<file path="config.mk">
export PLATFORM = sky130hd
export DESIGN_NAME = approx_err_monitor
export DESIGN_NICKNAME = d
export VERILOG_FILES = /design/src/rtl/approx_err_monitor.sv
export SDC_FILE = /design/constraint.sdc
export NUM_CORES = 1
export LEC_CHECK = 0
export ABC_CLOCK_PERIOD_IN_PS = 6300
export CAP_MARGIN = 20
export CORE_AREA = 8 8 195 197
export DETAILED_ROUTE_END_ITERATION = 10
export DIE_AREA = 0 0 203 205
export MAX_ROUTING_LAYER = met4
export PLACE_DENSITY = 0.75
export SLEW_MARGIN = 20
export SYNTH_ARGS = -nofsm -noshare
export SYNTH_HDL_FRONTEND = slang
export SYNTH_SLANG_ARGS = --single-unit
</file>
<file path="constraint.sdc">
create_clock -name clk -period 6.3 [get_ports clk]
set_input_delay 1.26 -clock clk [delete_from_list [all_inputs] [get_ports clk]]
set_output_delay 1.26 -clock clk [all_outputs]
set_load 0.05 [all_outputs]
</file>
<file path="src/rtl/approx_err_monitor.sv">
// Purpose: rebuilds the exact sum behind a 32-bit approximate adder and collects per-window error statistics.
// Latency: 3 clk from an accepted sample to the statistics; done rises 3 clk after the window's last accept.
// Backpressure: in_ready is high only while a window is running; there is no buffering beyond the 2-stage pipe.
module approx_err_monitor #(
  parameter int WIDTH  = 32,
  parameter int N_LOG2 = 10
) (
  input  logic                       clk,
  input  logic                       rst_n,
  input  logic                       start,
  input  logic                       in_valid,
  output logic                       in_ready,
  input  logic [WIDTH-1:0]           a,
  input  logic [WIDTH-1:0]           b,
  input  logic [WIDTH:0]             approx_sum,
  output logic                       busy,
  output logic                       done,
  output logic [N_LOG2:0]            err_count,
  output logic [WIDTH+N_LOG2:0]      sum_ed,
  output logic [WIDTH:0]             max_ed
);

  localparam int SW   = WIDTH + 1;
  localparam int CW   = N_LOG2 + 1;
  localparam int SUMW = WIDTH + 1 + N_LOG2;

  localparam logic [N_LOG2-1:0] CNT_ONE = N_LOG2'(1);
  localparam logic [CW-1:0]     ERR_ONE = CW'(1);

  typedef enum logic [1:0] {
    IDLE  = 2'd0,
    RUN   = 2'd1,
    DRAIN = 2'd2,
    DONE  = 2'd3
  } state_t;

  // Sample held in the first pipe stage: the recomputed exact sum next to the adder's answer.
  typedef struct packed {
    logic [SW-1:0] exact;
    logic [SW-1:0] approx;
  } s1_dat_t;

  state_t            state;
  logic [N_LOG2-1:0] smp_cnt;

  logic              s1_vld;
  s1_dat_t           s1_dat;
  logic              s2_vld;
  logic [SW-1:0]     s2_ed;

  logic              accept;
  logic              last_accept;
  logic              start_ok;
  logic              pipe_empty;
  logic [SW-1:0]     exact_nxt;
  logic [SW-1:0]     ed_nxt;
  logic              ed_nz;

  // A window is complete once the counter has wrapped through every slot; start only counts when idle/done.
  assign accept      = in_valid & in_ready;
  assign last_accept = accept && (smp_cnt == '1);
  assign start_ok    = start && ((state == IDLE) || (state == DONE));
  assign pipe_empty  = !s1_vld && !s2_vld;
  assign exact_nxt   = {1'b0, a} + {1'b0, b};
  assign ed_nz       = |s2_ed;

  // Unsigned error distance between the exact and approximate sums held in stage 1.
  always_comb begin
    ed_nxt = '0;
    if (s1_dat.exact >= s1_dat.approx) begin
      ed_nxt = s1_dat.exact - s1_dat.approx;
    end else begin
      ed_nxt = s1_dat.approx - s1_dat.exact;
    end
  end

  // Window control FSM; in_ready/busy/done are registered alongside the state.
  always_ff @(posedge clk or negedge rst_n) begin
    if (!rst_n) begin
      state    <= IDLE;
      in_ready <= 1'b0;
      busy     <= 1'b0;
      done     <= 1'b0;
    end else begin
      case (state)
        IDLE: begin
          if (start) begin
            state    <= RUN;
            in_ready <= 1'b1;
            busy     <= 1'b1;
            done     <= 1'b0;
          end
        end
        RUN: begin
          if (last_accept) begin
            state    <= DRAIN;
            in_ready <= 1'b0;
          end
        end
        DRAIN: begin
          if (pipe_empty) begin
            state <= DONE;
            busy  <= 1'b0;
            done  <= 1'b1;
          end
        end
        DONE: begin
          if (start) begin
            state    <= RUN;
            in_ready <= 1'b1;
            busy     <= 1'b1;
            done     <= 1'b0;
          end
        end
        default: begin
          state    <= IDLE;
          in_ready <= 1'b0;
          busy     <= 1'b0;
          done     <= 1'b0;
        end
      endcase
    end
  end

  // Accepted-sample counter; restarted whenever a new window is launched.
  always_ff @(posedge clk or negedge rst_n) begin
    if (!rst_n) begin
      smp_cnt <= '0;
    end else if (start_ok) begin
      smp_cnt <= '0;
    end else if (accept) begin
      smp_cnt <= smp_cnt + CNT_ONE;
    end
  end

  // Stage 1: capture the exact sum and the approximate sum for each accepted sample.
  always_ff @(posedge clk or negedge rst_n) begin
    if (!rst_n) begin
      s1_vld <= 1'b0;
      s1_dat <= '0;
    end else begin
      s1_vld <= accept;
      if (accept) begin
        s1_dat.exact  <= exact_nxt;
        s1_dat.approx <= approx_sum;
      end
    end
  end

  // Stage 2: register the error distance; bubbles leave the data untouched.
  always_ff @(posedge clk or negedge rst_n) begin
    if (!rst_n) begin
      s2_vld <= 1'b0;
      s2_ed  <= '0;
    end else begin
      s2_vld <= s1_vld;
      if (s1_vld) begin
        s2_ed <= ed_nxt;
      end
    end
  end

  // Statistics accumulate live from stage 2 and hold once the window is done until the next start.
  always_ff @(posedge clk or negedge rst_n) begin
    if (!rst_n) begin
      err_count <= '0;
      sum_ed    <= '0;
      max_ed    <= '0;
    end else if (start_ok) begin
      err_count <= '0;
      sum_ed    <= '0;
      max_ed    <= '0;
    end else if (s2_vld) begin
      if (ed_nz) begin
        err_count <= err_count + ERR_ONE;
      end
      sum_ed <= sum_ed + SUMW'(s2_ed);
      if (s2_ed > max_ed) begin
        max_ed <= s2_ed;
      end
    end
  end

endmodule

</file>
==> impl_metrics.yaml, run 1 <==
run_status:
  status: "finished, final reports clean"
die:
  start_util_pct: 44.3
  row_count: 69
  fp.dieW_um: 203
  io_pins: 191
  die-height_um: 205
  die_area_sq_um: 41600
  fp.coreArea_sq_um: 35000
sta:
  finalSetupTns_ps: 0
  worst_pin_slew_ps: 1040
  hold_viol_final: 0
  setup_violations: 0
  final_max_slew_viol_count: 0
  final.period_utilization_pct: 69.3
  rsz0062_at_grt: "no"
  maxSlewHeadroom_pct: 31.0
  fin_crit_ps: 4360
  clock-skew-final_ps: 9.25
  fmax_ghz: 0.229
placement:
  globalplace.congestion: 0.944
  io_buffer_count: 190
  hpwl_um: 33100
grt:
  gr-total-overflow: 0
  track_usage_pct: 20.5
  antenna_found_initial: 0
  grt_pass1_vias: 13700
  grt_max_degree: 86
  grt_pass1_wl_um: 69800
synth:
  synthFlopType: "dfrtp_1"
  synth_cell_types: 75
  synth_edf_count: 0
  synth_top_area_share_pct: 32.8
  synth_area_sq_um: 15500
  synth_warnings: 0
  syn-num-nets: 2094
  synth_largest_area_cell: "dfrtp_1"
  syn_area_per_cell_sq_um: 8.49
  async_flop_share_pct: 100
  synth_area_leaders: "dfrtp_1 (33%), ha_1 (14%), a21oi_1 (5.2%)"
  synth-seq-cells: 203
  yosysSeqAreaShare_pct: 32.8
  netlist_instances: 1822
clocking:
  clock-sinks: 203
  clk_pin_slew_ps: 60
  cts_resized: 0
  cts_tree: "done"
  clock_path_buffers: 3
  postCtsSetupBuffers: 0
  htree_levels: 1
  postCtsHoldBufs: 0
  cts_root_buffer: "clkbuf_16"
  clk_latency_ps: 520
  cts_made_buffers: 23
pwr:
  ir_drop_v: 0.000343
  power_mw: 11.6
  powerDensity_nw_per_um2: 631
  leakage_nw: 8.34
drt:
  first_pass_iters: 5
  drtIter0Drc: 662
  drc_errors: 0
  postRouteAntennaNets: 0
  wl_um: 42200
  wire_per_inst_um: 17.3
  vias_per_cell: 5.57
  vias: 13600
setup_path:
  worstSetupEndpointType: "flop"
  max_stage_delay_ps: 520
  crit_required_ps: 6670
  path_max_fanout: 4
  cpMaxStageDelayCell: "o21ai_0"
  arrival_ps: 4740
  start_kind: "primary input"
  r2r_cells: 13
  worstPathCellList: "clkdlybuf4s50_1 > ha_1 > fa_1 > a211oi_1 > o21a_1 > o21ai_0 > o21ai_0 > o21ai_0 > a221o_1 > nand3_1 > o21ai_0 > xnor2_1 > o21ai_0"
  critPathKind: "primary input to flop"
  crit_top_cell: "o21ai_0"
worst_hold_path:
  hp-class: "flop to flop"
  whs_path_depth: 2
cells_and_area:
  fin_nets: 2234
  drive_gt1_share_pct: 4.50
  mostFrequentLayoutCells: "dfrtp_1 (202), clkdlybuf4s50_1 (189), nand2_1 (172), ha_1 (167), a21oi_1 (161)"
  antenna_cells: 0
  layout_commonest_cell: "dfrtp_1"
  syn_to_final_growth_pct: 18.9
run:
  cap_violations: 0
## registers in the layout, indices dropped and copies added, names as in the netlist, 2 cells and up
register,count
max_ed,33
smp_cnt,10
state,2
s1_dat,66
s2_ed,33
err_count,11
sum_ed,43
## per-layer routing
| metal | part of all wire, % | GRT usage [%] | vias up |
|---|---|---|---|
| met3 | 4.3 | 2.23 | 78 |
| li1 | - | - | 6759 |
| met2 | 45 | 32.6 | 316 |
| met1 | 48 | 27.2 | 6422 |
| met5 | 0 | - | - |
| met4 | 3.2 | 6.60 | 0 |
## metrics by stage
| stage | util (%) | instance area [sq um] | hold WS [ps] | worst slack, ps | cells |
|---|---|---|---|---|---|
| after floorplan | - | 15500 | 352 | 2520 | 1822 |
| after global placement | 50.5 | 17700 | 487 | 1520 | 2397 |
| after detailed placement | 50.5 | 17700 | 507 | 1480 | 2397 |
| after CTS | 52.6 | 18400 | 520 | 2010 | 2437 |
| after global routing | 52.6 | 18400 | 543 | 1710 | 2438 |
| final | 52.6 | 18400 | 512 | 1940 | 2438 |
## cells in the mapped netlist, types with 27 or more instances
cell type	count
xnor2_1	58
nand2_1	172
dfrtp_1	203
ha_1	167
clkbuf_1	53
o21ai_0	135
nor2_1	142
inv_1	135
a21o_1	81
mux2i_1	33
xor2_1	45
a21oi_1	161
nand3_1	62
nand4_1	27
o31ai_1	41
## report_power, final
group	internal (mW)	switching, mW	total [mW]
Clock	0.789	0.542	1.33
Sequential	1.83	0.579	2.41
Combinational	3.07	4.80	7.87
Total	5.70	5.92	11.6
## area by class of cell
type / count / area, sq um
Sequential cell: 203 / 5080
Timing Repair Buffer: 201 / 1990
Fill cell: 3225 / 16600
Inverter: 136 / 510
Multi-Input combinational cell: 1397 / 9510
Clock buffer: 32 / 639
Clock inverter: 8 / 101
Tap cell: 461 / 577
## worst max-delay path, delay by kind of cell
family / cells / cell delay, ps
AOI/OAI and AO/OA: 8 / 2120
xor gates and xnor gates: 1 / 150
adders and majority gates: 2 / 670
buffers and inverters: 1 / 400
and+or+nand+nor: 1 / 130
## cell families after synthesis
group	count (synthesis)	synth area share, %
buf+inv	222	5.88
mux	47	3.20
compound gates	562	23.0
xor+xnor	103	5.83
simple gates	514	15.3
fa+ha+maj	171	14.0
flops	203	32.8
## worst paths after layout
kind,from,end,slack (ps)
worst max register to register,s1_dat[30],s2_ed[28],2360
min in group asynchronous,rst_n,s2_ed[1],810
max in group asynchronous,rst_n,busy,4290
worst min register to register,state[1],state[1],510
worst max-delay path,a[0],s1_dat[63],1940
worst min-delay path,state[1],state[1],510
Note: power is estimated with default switching activity, not from simulation.
==> run 2, diff against run 1 <==
--- a/config.mk
+++ b/config.mk
@@ -5,7 +5,7 @@
 export SDC_FILE = /design/constraint.sdc
 export NUM_CORES = 1
 export LEC_CHECK = 0
-export ABC_CLOCK_PERIOD_IN_PS = 6300
+export ABC_CLOCK_PERIOD_IN_PS = 4100
 export CAP_MARGIN = 20
 export CORE_AREA = 8 8 195 197
 export DETAILED_ROUTE_END_ITERATION = 10
==> constraint.sdc (replaced) <==
create_clock -name clk -period 4.1 [get_ports clk]
set_input_delay 0.82 -clock clk [delete_from_list [all_inputs] [get_ports clk]]
set_output_delay 0.82 -clock clk [all_outputs]
set_load 0.05 [all_outputs]
==> run 2 against run 1 <==
Routed wire length shrank 1.5%. First-iteration DRC count grew 15%. Combinational power rose by 56%.
==> impl_metrics.yaml, run 2 (same netlist as run 1, synthesis figures left out) <==
placement:
  hpwl_um: 32700
  pre_cts_slack_ps: 87.6
  globalplace.congestion: 0.951
  io_buffer_count: 190
cells_and_area:
  top_register: "s1_dat"
  mostFrequentLayoutCells: "dfrtp_1 (202), clkdlybuf4s50_1 (189), nand2_1 (172), ha_1 (167), a21oi_1 (161)"
  fin_nets: 2257
  layout_commonest_cell: "dfrtp_1"
  largestRegisters: "s1_dat x66, sum_ed x43"
  drive_gt1_share_pct: 5.75
  largest_reg_flops: 66
  antenna_cells: 0
  syn_to_final_growth_pct: 20.2
  n_fill_cell: 3279
sta:
  fmax_ghz: 0.274
  worst_pin_slew_ps: 768
  clock-skew-final_ps: 13.8
  hold_viol_final: 0
  maxSlewHeadroom_pct: 48.8
  final.period_utilization_pct: 89.0
  final_max_slew_viol_count: 0
  setup_violations: 0
  fin_ws_ps: 450
  fin_crit_ps: 3650
  finalSetupTns_ps: 0
  rsz0062_at_grt: "no"
grt:
  antenna_found_initial: 0
  track_usage_pct: 20.2
  gr-total-overflow: 0
  grt_pass1_vias: 13400
  grt_max_degree: 97
  grt_pass1_wl_um: 68400
setup_path:
  worstReg2RegStart: "s2_ed[0]"
  regToRegSetupSlack_ps: 450
  r2r-end: "sum_ed[36]"
  r2r_cells: 13
  arrival_ps: 4070
  crit_required_ps: 4520
  path_max_fanout: 8
  critPathKind: "flop to flop"
  worstSetupEndpointType: "flop"
  start_kind: "flop"
die:
  start_util_pct: 44.3
  die_area_sq_um: 41600
  fp.dieW_um: 203
  io_pins: 191
  fp.coreArea_sq_um: 35000
  die-height_um: 205
  row_count: 69
clocking:
  cts_made_buffers: 24
  cts_root_buffer: "clkbuf_16"
  postCtsSetupBuffers: 0
  clk_pin_slew_ps: 60
  htree_levels: 1
  clk_latency_ps: 520
  clock_path_buffers: 3
  postCtsHoldBufs: 0
  clock-sinks: 203
  cts_resized: 0
  cts_tree: "done"
run_status:
  status: "finished, final reports clean"
drt:
  drtIter0Drc: 759
  vias_per_cell: 5.55
  wire_per_inst_um: 16.9
  first_pass_iters: 8
  wl_um: 41600
  drc_errors: 0
  vias: 13600
  postRouteAntennaNets: 0
pwr:
  powerDensity_nw_per_um2: 969
  ir_drop_v: 0.000541
  leakage_nw: 8.47
  power_mw: 18.0
run:
  cap_violations: 0
worst_hold_path:
  hp-class: "primary input to asynchronous set/reset pin"
run 2: cell count changes in the layout (fill, tap and decap cells not counted), moves of 2 or more:
cell | previous run | this run
buf_4 | 10 | 32
clkbuf_8 | 4 | 7
clkbuf_16 | 23 | 25
bufinv_16 | 2 | 0
clkbuf_1 | 6 | 3
run 2: critical path: stages, from the launching register on:
cell and delay, ps:
dfrtp_1 420, ha_1 200, inv_1 60, fa_1 390, nor2b_1 170, o21ai_0 130
a21boi_1 290, o311ai_0 210, and3_1 280, a211oi_1 420, o31ai_1 220, a31oi_2 410
a31oi_1 140, a41o_1 220
run 2: how the worst max path moves through the flow:
| stage | startpoint | slack (ps) | cells after the start | to |
|---|---|---|---|---|
| 2_1_floorplan | sum_ed[0] | 710 | 13 | sum_ed[40] |
| 3_3_place_gp | a[0] | 60 | 14 | s1_dat[63] |
| 3_5_place_dp | a[0] | 90 | 14 | s1_dat[63] |
| 4_1_cts | s2_ed[0] | 440 | 13 | sum_ed[36] |
| 5_1_grt | s2_ed[0] | 100 | 13 | sum_ed[42] |
| 6_report | s2_ed[0] | 450 | 13 | sum_ed[36] |
run 2: stage by stage:
stage	util [%]	instance area (sq um)	instances	hold slack, ps
detailed placement	51.0	17800	2420	511
global route	53.2	18600	2461	311
floorplan	-	15500	1822	352
finish	53.2	18600	2461	277
CTS	53.2	18600	2461	289
global placement	51.0	17800	2420	486
run 2: power by group:
part	switching (mW)	internal (mW)	total, mW
Combinational	7.43	4.88	12.3
Clock	0.849	1.22	2.07
Sequential	0.827	2.82	3.65
Total	9.11	8.92	18.0
run 2: cell type report:
type | count | area, sq um | share of cell area, %
repair buffers | 223 | 2170 | 11.6
clock buffers | 34 | 719 | 3.87
multi-input cells | 1397 | 9510 | 51.1
inverters | 136 | 510 | 2.74
clock inverters | 7 | 48.8 | 0.262
well taps | 461 | 577 | 3.10
flip-flops and latches | 203 | 5080 | 27.3
run 2: per-layer routing:
layer,routed length [um],GRT usage [%],up-vias
met5,0,-,-
met4,983,5.75,0
met3,2220,2.56,64
met2,18600,31.7,367
met1,19800,27.1,6413
li1,-,-,6804
